File: config.mk
export PLATFORM = sky130hd
export DESIGN_NAME = bus_decode_ctrl
export DESIGN_NICKNAME = d
export VERILOG_FILES = /design/src/rtl/bus_decode_ctrl.sv
export SDC_FILE = /design/constraint.sdc
export NUM_CORES = 1
export LEC_CHECK = 0
export CAP_MARGIN = 20
export CORE_MARGIN = 4
export CORE_UTILIZATION = 41
export CTS_CLUSTER_DIAMETER = 50
export DETAILED_ROUTE_END_ITERATION = 6
export GPL_TIMING_DRIVEN = 0
export PLACE_DENSITY_LB_ADDON = 0.12
export REMOVE_ABC_BUFFERS = 1
export SLEW_MARGIN = 20
export SYNTH_ARGS = -nofsm -noshare
export SYNTH_HDL_FRONTEND = slang
export SYNTH_SLANG_ARGS = --single-unit
File: constraint.sdc
create_clock -name CLK -period 3.7 [get_ports CLK]
set_clock_uncertainty 0.1 [all_clocks]
set_input_delay 0.74 -clock CLK [delete_from_list [all_inputs] [get_ports CLK]]
set_output_delay 0.74 -clock CLK [all_outputs]
set_load 0.02 [all_outputs]
File: src/rtl/bus_decode_ctrl.sv
// rtl/bus_decode_ctrl.sv - multiplexed-bus address latch, chip-select decoder and wait-state generator
//
// Ports:
//   CLK       in   clock, all state updates on the rising edge
//   RESET_N   in   asynchronous active-low reset
//   ALE       in   address latch enable, starts a new bus cycle from any state
//   IOM       in   1 = IO cycle, 0 = memory cycle (latched with the address)
//   RD_N      in   active-low read strobe
//   WR_N      in   active-low write strobe
//   A_HI      in   upper address bits
//   AD_LO     in   multiplexed low address/data bits
//   ERR_CLR   in   synchronous clear of ERR_CNT, wins over a same-cycle increment
//   ADDR_LAT  out  latched address
//   CS        out  one-hot registered chip selects (all zero on a miss)
//   READY     out  CPU ready, low only while wait states are inserted
//   BUS_ERR   out  single-cycle error pulse (decode miss, double strobe, strobe timeout)
//   ERR_CNT   out  saturating count of BUS_ERR pulses

module bus_decode_ctrl #(
  parameter int                          ADDR_W       = 20,
  parameter int                          NUM_REGIONS  = 4,
  parameter logic [NUM_REGIONS*ADDR_W-1:0] REGION_BASE  = {20'h00000, 20'h80000, 20'h01C00, 20'h0FF00},
  parameter logic [NUM_REGIONS*ADDR_W-1:0] REGION_LIMIT = {20'h7FFFF, 20'hFFFFF, 20'h01DFF, 20'h0FF0F},
  parameter logic [NUM_REGIONS-1:0]      REGION_IO    = 4'b0011,
  parameter logic [NUM_REGIONS*4-1:0]    REGION_WAIT  = {4'd0, 4'd1, 4'd2, 4'd0},
  parameter int                          TIMEOUT      = 16
) (
  input  logic                   CLK,
  input  logic                   RESET_N,
  input  logic                   ALE,
  input  logic                   IOM,
  input  logic                   RD_N,
  input  logic                   WR_N,
  input  logic [ADDR_W-9:0]      A_HI,
  input  logic [7:0]             AD_LO,
  input  logic                   ERR_CLR,
  output logic [ADDR_W-1:0]      ADDR_LAT,
  output logic [NUM_REGIONS-1:0] CS,
  output logic                   READY,
  output logic                   BUS_ERR,
  output logic [7:0]             ERR_CNT
);

  localparam int TCNT_W = $clog2(TIMEOUT + 1);

  typedef enum logic [2:0] {IDLE, ADDR, CMD, WAIT, XFER} state_t;

  state_t                   state;
  logic                     iom_lat;
  logic [3:0]               wait_sel;
  logic [3:0]               wcnt;
  logic [TCNT_W-1:0]        tcnt;

  logic [ADDR_W-1:0]        cmp_addr;
  logic [NUM_REGIONS-1:0]   hit_cs;
  logic                     hit_any;
  logic [3:0]               hit_wait;
  logic                     rd_act;
  logic                     wr_act;
  logic                     timeout_hit;
  logic                     err_event;

  // Region match. IO cycles only carry a 16-bit port address, so the upper
  // latched bits are ignored. Scanning from the top index down lets the
  // lowest matching region overwrite any higher one.
  always_comb begin
    cmp_addr = ADDR_LAT;
    if (iom_lat) cmp_addr = ADDR_W'(ADDR_LAT[15:0]);
    hit_cs   = '0;
    hit_any  = 1'b0;
    hit_wait = 4'd0;
    for (int i = NUM_REGIONS - 1; i >= 0; i--) begin
      if (REGION_IO[i] == iom_lat &&
          cmp_addr >= REGION_BASE[i*ADDR_W +: ADDR_W] &&
          cmp_addr <= REGION_LIMIT[i*ADDR_W +: ADDR_W]) begin
        hit_cs    = '0;
        hit_cs[i] = 1'b1;
        hit_any   = 1'b1;
        hit_wait  = REGION_WAIT[i*4 +: 4];
      end
    end
  end

  assign rd_act      = ~RD_N;
  assign wr_act      = ~WR_N;
  assign timeout_hit = (tcnt == TCNT_W'(TIMEOUT - 1));

  // A new ALE pre-empts every error source in the same edge.
  always_comb begin
    err_event = 1'b0;
    if (!ALE) begin
      if (state == ADDR && !hit_any) err_event = 1'b1;
      if (state == CMD && rd_act && wr_act) err_event = 1'b1;
      if (state == CMD && !rd_act && !wr_act && timeout_hit) err_event = 1'b1;
    end
  end

  always_ff @(posedge CLK or negedge RESET_N) begin
    if (!RESET_N) begin
      state    <= IDLE;
      ADDR_LAT <= '0;
      iom_lat  <= 1'b0;
      CS       <= '0;
      READY    <= 1'b1;
      BUS_ERR  <= 1'b0;
      ERR_CNT  <= 8'd0;
      wait_sel <= 4'd0;
      wcnt     <= 4'd0;
      tcnt     <= '0;
    end else begin
      BUS_ERR <= err_event;
      if (ERR_CLR)
        ERR_CNT <= 8'd0;
      else if (err_event && ERR_CNT != 8'hFF)
        ERR_CNT <= ERR_CNT + 8'd1;

      if (ALE) begin
        ADDR_LAT <= {A_HI, AD_LO};
        iom_lat  <= IOM;
        CS       <= '0;
        READY    <= 1'b1;
        wcnt     <= 4'd0;
        tcnt     <= '0;
        state    <= ADDR;
      end else begin
        case (state)
          ADDR: begin
            CS       <= hit_cs;
            wait_sel <= hit_any ? hit_wait : 4'd0;
            tcnt     <= '0;
            state    <= CMD;
          end
          CMD: begin
            if (rd_act && wr_act) begin
              CS    <= '0;
              state <= XFER;
            end else if (rd_act || wr_act) begin
              if (wait_sel != 4'd0) begin
                READY <= 1'b0;
                wcnt  <= wait_sel;
                state <= WAIT;
              end else begin
                state <= XFER;
              end
            end else if (timeout_hit) begin
              CS    <= '0;
              state <= IDLE;
            end else begin
              tcnt <= tcnt + 1'b1;
            end
          end
          WAIT: begin
            if (wcnt == 4'd1) begin
              READY <= 1'b1;
              wcnt  <= 4'd0;
              state <= XFER;
            end else begin
              wcnt <= wcnt - 4'd1;
            end
          end
          XFER: begin
            if (RD_N && WR_N) begin
              CS    <= '0;
              state <= IDLE;
            end
          end
          default: state <= IDLE;
        endcase
      end
    end
  end

endmodule
## Yosys cells after proc, flatten, opt, wreduce, memory -nomap -nowiden

Cells that the tools add are included.

| word-level totals | value |
|---|---|
| word-level logic and storage cells | 122 |
| output and inout port bits | 34 |
| memories kept | 0 |
| latch bits | 0 |
| flip-flop bits (word level) | 51 |
| bits in writable memories | 0 |
| memory bits (read-only) | 0 |
| bits of input ports | 27 |

| cells by class | value |
|---|---|
| reduce and logical (&&, ||, !) cells | 30 |
| divide/modulo/power cells | 0 |
| bitwise operators | 4 |
| eq/ne operators | 17 |
| $mul | 0 |
| shift operators | 0 |
| muxes and demuxes | 50 |
| add/sub/neg operators | 3 |
| order comparisons | 8 |

Operators by type and width:

| kind | number |
|---|---|
| $mux W4 | 17 |
| $mux W3 | 7 |
| $ge A20 B1 Y1 const B | 1 |
| $ge A20 B13 Y1 const B | 1 |
| $ge A20 B16 Y1 const B | 1 |
| $ge A20 B20 Y1 const B | 1 |
| $le A20 B13 Y1 const B | 1 |
| $le A20 B16 Y1 const B | 1 |
| $le A20 B19 Y1 const B | 1 |
| $le A20 B20 Y1 const B | 1 |
| $mux W20 | 1 |
| $mux W5 | 4 |
| $logic_and A1 B1 Y1 | 17 |
| $mux W8 | 2 |
| $ne A3 B3 Y1 const B | 5 |
| $mux W1 | 14 |
| $pmux W3 S4 | 1 |
| $pmux W4 S3 | 1 |
| $reduce_and A4 Y1 | 3 |
| $pmux W5 S2 | 1 |
| $add A8 B1 Y8 const B | 1 |
| $ne A8 B8 Y1 const B | 1 |
| $pmux W4 S2 | 1 |
| $reduce_bool A4 Y1 | 2 |
| other kinds (20) | 26 |

## Depth between registers and ports, before layout

| logic depth | value |
|---|---|
| depth after elaboration | 17 |
| gate-level depth with buffers | 9 |
| gate-level depth less buffers | 8 |

## Worst setup path after synthesis

OpenSTA, ideal clock, no wires.

| path | value |
|---|---|
| kind | input to register |
| start | input port ALE |
| end | register ERR_CNT[5] |
| setup time | 78 ps |
| path slack | 1,302 ps |
| arrival | 2,220 ps |
| cell stages on the path | 6 |
| data required time | 3,522 ps |
| buffers on the path | 1 |
| cells stage by stage | buf_2 nor4b_4 nand2_1 o311a_4 or4_1 a21oi_1 |

| on the way | value |
|---|---|
| cells in the longest elaborated chain, start to end | 3 |

Ends and longest elaborated chain:

| item | RTL line | RTL |
|---|---|---|
| from (decl) | 30 | `input logic ALE,` |
| $mux W1 | 91 | `if (!ALE) begin` |
| $logic_and A1 B1 Y1 | 114 | `else if (err_event && ERR_CNT != 8'hFF)` |
| $reduce_bool A2 Y1 (no source line) | n/a |  |
| to (signal assigned) | 115 | `ERR_CNT <= ERR_CNT + 8'd1;` |
| to (decl) | 41 | `output logic [7:0] ERR_CNT` |

No other way between the ends.
A chain may end at the register's enable or synchronous reset.

## Worst setup path in the final report

| path | value |
|---|---|
| start | input port RD_N |
| end | register tcnt[3] |

| on the way | value |
|---|---|
| cells in the longest elaborated chain, start to end | 4 |
| elaborated cells on any way between the ends | 6 |
| classes of those cells | eq/ne (2); bitwise (1); reduce/logical (3) |

Ends and longest elaborated chain:

| item | RTL line | RTL |
|---|---|---|
| from (decl) | 32 | `input logic RD_N,` |
| $not A1 Y1 (*) | 84 | `assign rd_act = ~RD_N;` |
| $logic_or A1 B1 Y1 / $logic_and A1 B1 Y1 (equally long branches) | 137, 134 |  |
| $ne A3 B3 Y1 (no source line) | n/a |  |
| $reduce_and A4 Y1 (no source line) (*) | n/a |  |
| to (signal assigned) | 149 | `tcnt <= tcnt + 1'b1;` |
| to (decl) | 52 | `logic [TCNT_W-1:0] tcnt;` |

Mark *: on every way between the ends. The rest lies on a longest branch, timed or not.

==> metrics.csv <==
stage,metric,value,unit
run_status,outcome,"finished, final reports clean",
finish,Layout Area Growth over Synthesis,29.6,%
cts,"Reg clk slew, reported paths",90,ps
critical_path,Setup crit end kind,flip-flop,
yosys,Mapped Area,0.00244,sq mm
timing,Setup TNS,0,ps
timing,Max Clk Rate,360,MHz
cts,CTS Hold Bufs,0,
drt,drc violations,0,
die,DIE HEIGHT,85.2,um
drt,final WL,5280,um
timing,final setup fails,0,
timing,Slew @ Worst Pin,827,ps
global_routing,initial antenna violation count,0,
critical_path,CP top delay family,compound AO/OA/AOI/OAI gates,
yosys,fraction of registers with async set/reset,100,%
yosys,synth top area cells,"dfrtp_1, mux2_2, ha_1, a21oi_1, o21ai_0",
power_and_ir_drop,clock share of power,24.8,%
die,Core Rows,27,
yosys,most common cell in the netlist,dfrtp_1,
drt,ANT nets after route,0,
critical_path,Worst path slowest cell,a311oi_1,
yosys,share of Yosys cell area claimed by the top area cell type,49.1,%
finish,n_diodes,0,
drt,Pre-antenna DRT Iters,4,
yosys,number of flops mapped to enable cells by yosys,0,
yosys,#FFs+latches synth,49,
cts,Post-CTS Setup Inserts,0,
power_and_ir_drop,total power,1220,uW
yosys,Yosys top cell by area,dfrtp_1,
min_path,class of the worst hold path,input pin to async pin,
yosys,Synth Area per Inst,11.2,sq um
cts,CTS tree,done,
timing,"Period Utilization, post-route",75.2,%
die,starting utilization of the core area,43.3,%
global_routing,pin count of the biggest net entering global routing,50,
global_routing,aggregate global-route resource usage,15.8,%
power_and_ir_drop,Sw Share,29.7,%
cts,CTS H-tree lvls,2,
cts,Post-CTS Resized,0,
die,# IOs,61,
critical_path,"Buf+Inv Stages, Crit Path",1,
timing,post-route minimum period,2780,ps
cts,Clock Sinks,49,
global_routing,first-pass GRT wire length,9200,um
power_and_ir_drop,LEAKAGE,0.00133,uW
yosys,Mapped Cells,219,
drt,number of DRC markers in iteration 0,99,
critical_path,CP Class,input pin to flip-flop,
job,max-cap viol count,0,
critical_path,crit start category,input pin,
yosys,register area share after synthesis,50.2,%
finish,layout cells sized above 1,13.3,%
timing,RSZ-0062 raised after global routing,false,
power_and_ir_drop,Psw,361,uW
cts,Num CTS Buffers,5,
place,GPL Wtd Cong,0.743,
die,die width,85.2,um
die,Die Area,0.00726,sq mm
timing,Rel. slew slack,44.5,%
power_and_ir_drop,combinational share of power,23.9,%
yosys,top_reg_cell synth,dfrtp_1,
cts,clk root buf,clkbuf_8,
die,core box area,0.00564,sq mm
drt,via count,1902,
place,Final HPWL DP,3790,um
timing,final hold violation count,0,
critical_path,required time worst endpoint,3820,ps
place,Port Buffer Count,60,
cts,Max Buffers Root-to-Sink,2,
yosys,Commonest cells post-synth,"dfrtp_1, mux2_2, nor2_1",
critical_path,crit-path max FO,7,
critical_path,CP Cell Sequence,clkdlybuf4s50_1 -> ha_1 -> nor3b_1 -> a311oi_1 -> nor2_1 -> xnor2_1 -> nor3_1,
power_and_ir_drop,internal cell power,856,uW
yosys,Yosys cell types,47,
timing,Slew Limit Fails,0,
power_and_ir_drop,Seq pwr share,51.4,%
global_routing,vias in the first global route,1922,
finish,fin nets,311,
critical_path,Critical Path AT,2900,ps
power_and_ir_drop,worst vdd ir,0.207,mV
yosys,synth warn,0,
drt,WL/cell,15.1,um
global_routing,Overflow after GRT,0,
power_and_ir_drop,Pwr Density,384,mW/mm^2
drt,Vias/cell,5.43,
critical_path,Critical Path Max Stage Delay,750,ps
cts,clk_lat worst skew,300,ps
## worst paths after layout
kind	startpoint	endpoint	slack, ps	cells past startpoint
worst max-delay path	RD_N	tcnt[3]	920	7
worst min-delay path	RESET_N	ADDR_LAT[1]	350	1
worst max register to register	tcnt[0]	ERR_CNT[2]	1240	8
worst min register to register	CS[1]	CS[1]	380	1
max in group asynchronous	RESET_N	wcnt[2]	2740	1
min in group CLK	CS[1]	CS[1]	380	1
## cells in the final DEF (no fill, tap or decap), drive strengths merged, types with 2 or more instances in the layout
cell type      synthesis  layout
clkinv                 0       2
and2                   2       2
o21ai                 11      11
o31ai                  6       6
dfrtp                 48      48
a21o                   3       3
or4                    3       3
nor3b                  5       5
inv                    8       8
nor2b                  4       4
clkbuf                 1       6
ha                     7       7
nand3b                 3       3
nor2                  13      13
or3                    2       2
nand4                  2       2
clkdlybuf4s50          0      58
mux2                  23      23
nor4b                  2       2
nand2                 12      12
o41ai                  2       2
o311a                  2       2
and3                   4       4
nor3                   7       7
buf                    9       3
nand3                  6       6
a21oi                 12      12
o311ai                 2       2
a22o                   4       4
## final cells by class
| type | count | area (sq um) |
|---|---|---|
| Timing Repair Buffer | 61 | 613 |
| Tap cell | 72 | 90.1 |
| Fill cell | 503 | 2470 |
| Multi-Input combinational cell | 152 | 1120 |
| Sequential cell | 49 | 1230 |
| Clock buffer | 6 | 72.6 |
| Inverter | 8 | 30.0 |
| Clock inverter | 2 | 10.0 |
## power by group through the flow
stage | clock (uW) | sequential (uW) | combinational (uW)
final | 302 | 625 | 291
after global routing | 345 | 635 | 319
after CTS | 321 | 626 | 295
after detailed placement | 0 | 636 | 294
after global placement | 0 | 635 | 289
after floorplan | 0 | 663 | 123
## metrics by stage
stage          hold WS (ps)  std cells  cell area, sq um  utilization (%)  setup slack [ps]
2_1_floorplan           344        209              2380                -              1420
3_3_place_gp            365        341              3070             54.5              -464
3_5_place_dp            364        342              3090             54.7               590
4_1_cts                 368        350              3170             56.2               916
5_1_grt                 397        350              3170             56.2               668
6_report                353        350              3170             56.2               919
## state kept, by name (all words and copies together), names as in the netlist
| register | cells |
|---|---|
| BUS_ERR | 1 |
| READY | 1 |
| wcnt | 4 |
| ADDR_LAT | 20 |
| iom_lat | 1 |
| state | 3 |
| tcnt | 5 |
| wait_sel | 2 |
| CS | 4 |
| ERR_CNT | 8 |
## kinds of logic after synthesis
group / Yosys count / share of synthesized area [%]
simple gates: 71 / 17.0
compound gates: 50 / 14.4
flops: 49 / 50.2
mux: 23 / 10.6
buf+inv: 18 / 3.79
fa+ha+maj: 7 / 3.58
xor+xnor: 1 / 0.358
## routing by layer
metal,vias up,global-route usage (%),share of wire [%]
met5,-,0,0
met4,0,5.32,1.4
met3,7,6.02,8.0
met2,50,24.2,45
met1,917,20.7,46
li1,928,-,-
No activity file was read; power rests on OpenSTA's default activity.
==> patch 1 (config.mk and constraints unchanged) <==
Change the parameter `ADDR_W` from 20 to 24.
--- a/src/rtl/bus_decode_ctrl.sv
+++ b/src/rtl/bus_decode_ctrl.sv
@@ -17,7 +17,7 @@
 //   ERR_CNT   out  saturating count of BUS_ERR pulses
 
 module bus_decode_ctrl #(
-  parameter int                          ADDR_W       = 20,
+  parameter int                          ADDR_W       = 24,
   parameter int                          NUM_REGIONS  = 4,
   parameter logic [NUM_REGIONS*ADDR_W-1:0] REGION_BASE  = {20'h00000, 20'h80000, 20'h01C00, 20'h0FF00},
   parameter logic [NUM_REGIONS*ADDR_W-1:0] REGION_LIMIT = {20'h7FFFF, 20'hFFFFF, 20'h01DFF, 20'h0FF0F},
Ports: changed (resized ADDR_LAT and A_HI); port bits go from 61 to 69. The function was not compared with the original's and may differ.
==> patch 1 against the original RTL <==
- setup slack better by 170 ps
- routed wire length is 2.6% higher
- synthesized area is 3.2% higher
- design area is 6.7% higher
- critical path depth is 1 higher
- sequential power is 13% higher
- worst hold slack better by 17 ps
- utilization is 0.61 points higher
- sequential cell count is 4 higher
- power is 16% higher
- largest power group unchanged
==> patch 1: results (changes against the original RTL) <==
metric;value;unit;change
status;complete, no violations;;
timing.slew.headroom;54.6;%;+10 points
nonClockBufferCount;69;;+13%
ys_ff_latch;53;;+8.2%
drive_above_1_share;15.6;%;+2.3 points
grt_pass1_vias;2126;;+11%
clk_pin_slew;90;ps;about the same
multi_input_cells;155;;+2.0%
crit_slowest_cell;or4_1;;
synthMuxAreaShare;11.9;%;+1.3 points
critPathCapture;ERR_CNT[7];;
gp_congestion;0.841;;+13%
grt_pass1_wl;9650;µm;+4.9%
synth.area.top_cells;dfrtp_1, mux2_2, ha_1, nor2_1, nand2_1;;
dpl-instance-area;0.00328;mm²;+6.2%
cp_top_family;simple AND/OR/NAND/NOR gates;;
r2r_end;ERR_CNT[7];;
fill_cells;554;;+10%
ys_seq_area_share;52.6;%;+2.4 points
portBuffers;68;;+13%
synth_commonest_cells;dfrtp_1, mux2_2, nor2_1;;
multi_input_area_share;33.2;%;-2.3 points
synth-compound-area-share;10.6;%;-3.9 points
num-nets-final;333;;+7.1%
seq_share;39.3;%;+0.52 points
synth_cell_types;44;;-6.4%
ir_drop;0.223;mV;+7.9%
r2r_slack;1170;ps;-70 ps
clk_share;3.07;%;+0.47 points
p_leak;1.40;nW;+5.0%
top_regs;ADDR_LAT: 24 flops, ERR_CNT: 8 flops, tcnt: 5 flops;;
worstSetupStartpoint;ALE;;
dr.first_iter.drc_count;83;;-16%
r2r_cells;6;;-2
slowest_delay;510;ps;-240 ps
timing.rr.start;ADDR_LAT[23];;
crit_fanout;30;;+23
nonClockInverterCount;11;;+3
grtUsageTotal;16.0;%;+0.15 points
synth_xor_area_share;1.04;%;+0.68 points
cp_data_arrival_time;2730;ps;-170 ps
via_count;1935;;+1.7%
routedWlPerCell;14.6;µm;-3.0%
internal-power;1.00;mW;+17%
dp_hpwl;3880;µm;+2.3%
synthAdderAreaFrac;3.47;%;-0.11 points
holdCritPathClass;primary input to asynchronous set/reset pin;;
area_share_nonclk_buffers;20.5;%;+1.2 points
synthFlopType;dfrtp_1;;
multi_input_area;0.00112;mm²;-0.33%
grt_max_degree;54;;+8.0%
patch 1: cell types whose count changed after synthesis, moves of 4 or more:
cell / before / now
nor2b_1: 4 / 0
a21oi_1: 12 / 8
or3_1: 2 / 9
nor2_1: 13 / 20
dfrtp_1: 48 / 52
nand2_1: 12 / 16
patch 1: power groups by stage:
stage	registers (mW)	clock network, mW	logic [mW]
global placement	0.715	0	0.329
finish	0.705	0.381	0.330
floorplan	0.741	0	0.145
CTS	0.705	0.397	0.334
detailed placement	0.715	0	0.333
global route	0.719	0.419	0.364
patch 1: per-stage QoR:
stage	cells	utilization, %	setup slack [ps]	setup TNS (ps)	hold slack [ps]
after CTS	370	56.8	1100	0	398
after detailed placement	363	55.0	774	0	377
final	370	56.8	1090	0	369
after global routing	370	56.8	996	0	425
after floorplan	219	-	1420	0	344
after global placement	362	54.8	-405	-1870	364
patch 1: routing by layer:
metal  share of wire (%)  global-route usage (%)
met5                   0                       0
met4                 1.2                    5.10
met3                 6.2                    5.04
met2                  45                    26.1
met1                  48                    20.2
==> patch 2 (same flow settings) <==
Made on the original files. Encoding of `state_t`: now one-hot (5 bits for 5 states).
--- a/src/rtl/bus_decode_ctrl.sv
+++ b/src/rtl/bus_decode_ctrl.sv
@@ -43,7 +43,7 @@
 
   localparam int TCNT_W = $clog2(TIMEOUT + 1);
 
-  typedef enum logic [2:0] {IDLE, ADDR, CMD, WAIT, XFER} state_t;
+  typedef enum logic [4:0] {IDLE = 5'b00001, ADDR = 5'b00010, CMD = 5'b00100, WAIT = 5'b01000, XFER = 5'b10000} state_t;
 
   state_t                   state;
   logic                     iom_lat;
Function: same outputs for any inputs over 10 cycles, from zero or initial values and one cycle with RESET_N low; not proved beyond that.
==> patch 2 against the original RTL <==
- design area rose by 3.2%
- routed wire length shrank 1.2%
- clock power is 32% higher
- first-iteration DRC count fell by 42%
- setup slack gained 210 ps
- sequential cell count up 2
- power rose by 1.0%
- synthesized area is 2.3% higher
- highest routed layer unchanged
==> patch 2: results (changes against the original RTL) <==
metric;value;unit;change
status;complete, no violations;;
dr_wl_met2;2440;µm;+2.4%
p_sw;311;µW;-14%
top_regs;ADDR_LAT: 20 flops, ERR_CNT: 8 flops;;
p_leak;1.38;nW;+3.6%
use_met2;24.2;%;about the same
antenna_found_initial;0;;unchanged
dr.first_iter.drc_count;57;;-42%
dpl-instance-area;0.00315;mm²;+2.2%
num-nets-final;322;;+3.5%
wl;5220;µm;-1.2%
ys_ff_latch;51;;+4.1%
highest_layer;met4;;
nonClockBufferCount;60;;-1.6%
seqPwrFrac;50.3;%;-1.1 points
portBuffers;60;;unchanged
grt_pass1_wl;9030;µm;-1.9%
gp_congestion;0.842;;+13%
grtUsageTotal;15.1;%;-0.78 points
ir_drop;0.197;mV;-4.6%
r2r_slack;1340;ps;+100 ps
met1_usage;19.7;%;-0.94 points
ys_seq_area_share;51.1;%;+0.92 points
cp_data_arrival_time;2690;ps;-210 ps
slowest_delay;550;ps;-200 ps
wl_met1;2320;µm;-3.9%
grt_pass1_vias;2034;;+5.8%
synthCells;227;;+3.7%
drive_above_1_share;15.3;%;+2.0 points
p_per_area;376;mW/mm²;-2.2%
multi_input_cells;160;;+5.3%
fill_cells;529;;+5.2%
synthFlopType;dfrtp_1;;
cp_top_family;buffers and inverters;;
nonClockInverterCount;9;;+1
synth_cell_types;48;;+2.1%
rows;28;;+3.7%
pre_cts_ws;833;ps;+242 ps
htree_levels;2;;unchanged
crit_fanout;7;;unchanged
synth_commonest_cells;dfrtp_1, mux2_2, o21ai_0;;
dp_hpwl;3780;µm;-0.35%
synth.area.top_cells;dfrtp_1, mux2_2, ha_1, o21ai_0, nand2_1;;
multi_input_area;0.00115;mm²;+2.6%
period_share;69.5;%;-5.7 points
wl_met3;421;µm;+0.24%
via_per_inst;5.36;;-1.4%
routedWlPerCell;14.4;µm;-4.8%
post-place-cells;355;;+3.8%
timing.slew.headroom;54.8;%;+10 points
cts-root-buf;clkbuf_8;;
area_share_nonclk_buffers;18.1;%;-1.2 points
grt_max_degree;52;;+4.0%
regArea;0.00128;mm²;+4.2%
pg_comb;212;µW;-27%
use_met3;5.19;%;-0.83 points
clk_share;3.60;%;+0.99 points
crit_slowest_cell;clkdlybuf4s50_1;;
==> patch 2: worst paths after layout <==
path | from | end | cells after the start
hold / removal | RESET_N | wcnt[3] | 1
max in group asynchronous | RESET_N | ADDR_LAT[0] | 1
setup / recovery | RD_N | tcnt[3] | 8
min in group CLK | wcnt[3] | wcnt[3] | 1
hold reg to reg | wcnt[3] | wcnt[3] | 1
setup reg to reg | tcnt[0] | ERR_CNT[0] | 8
==> patch 2: per-stage QoR <==
step | hold slack (ps) | power, mW
3_5_place_dp | 373 | 0.844
3_3_place_gp | 361 | 0.844
4_1_cts | 383 | 1.24
2_1_floorplan | 343 | 0.727
6_report | 353 | 1.23
5_1_grt | 413 | 1.29
==> patch 2: logic make-up after synthesis <==
kind of cell	Yosys count	synth area share (%)
mux	23	10.5
flops	51	51.1
fa+ha+maj	8	4.00
buf+inv	16	2.75
simple gates	85	20.0
compound gates	44	11.7
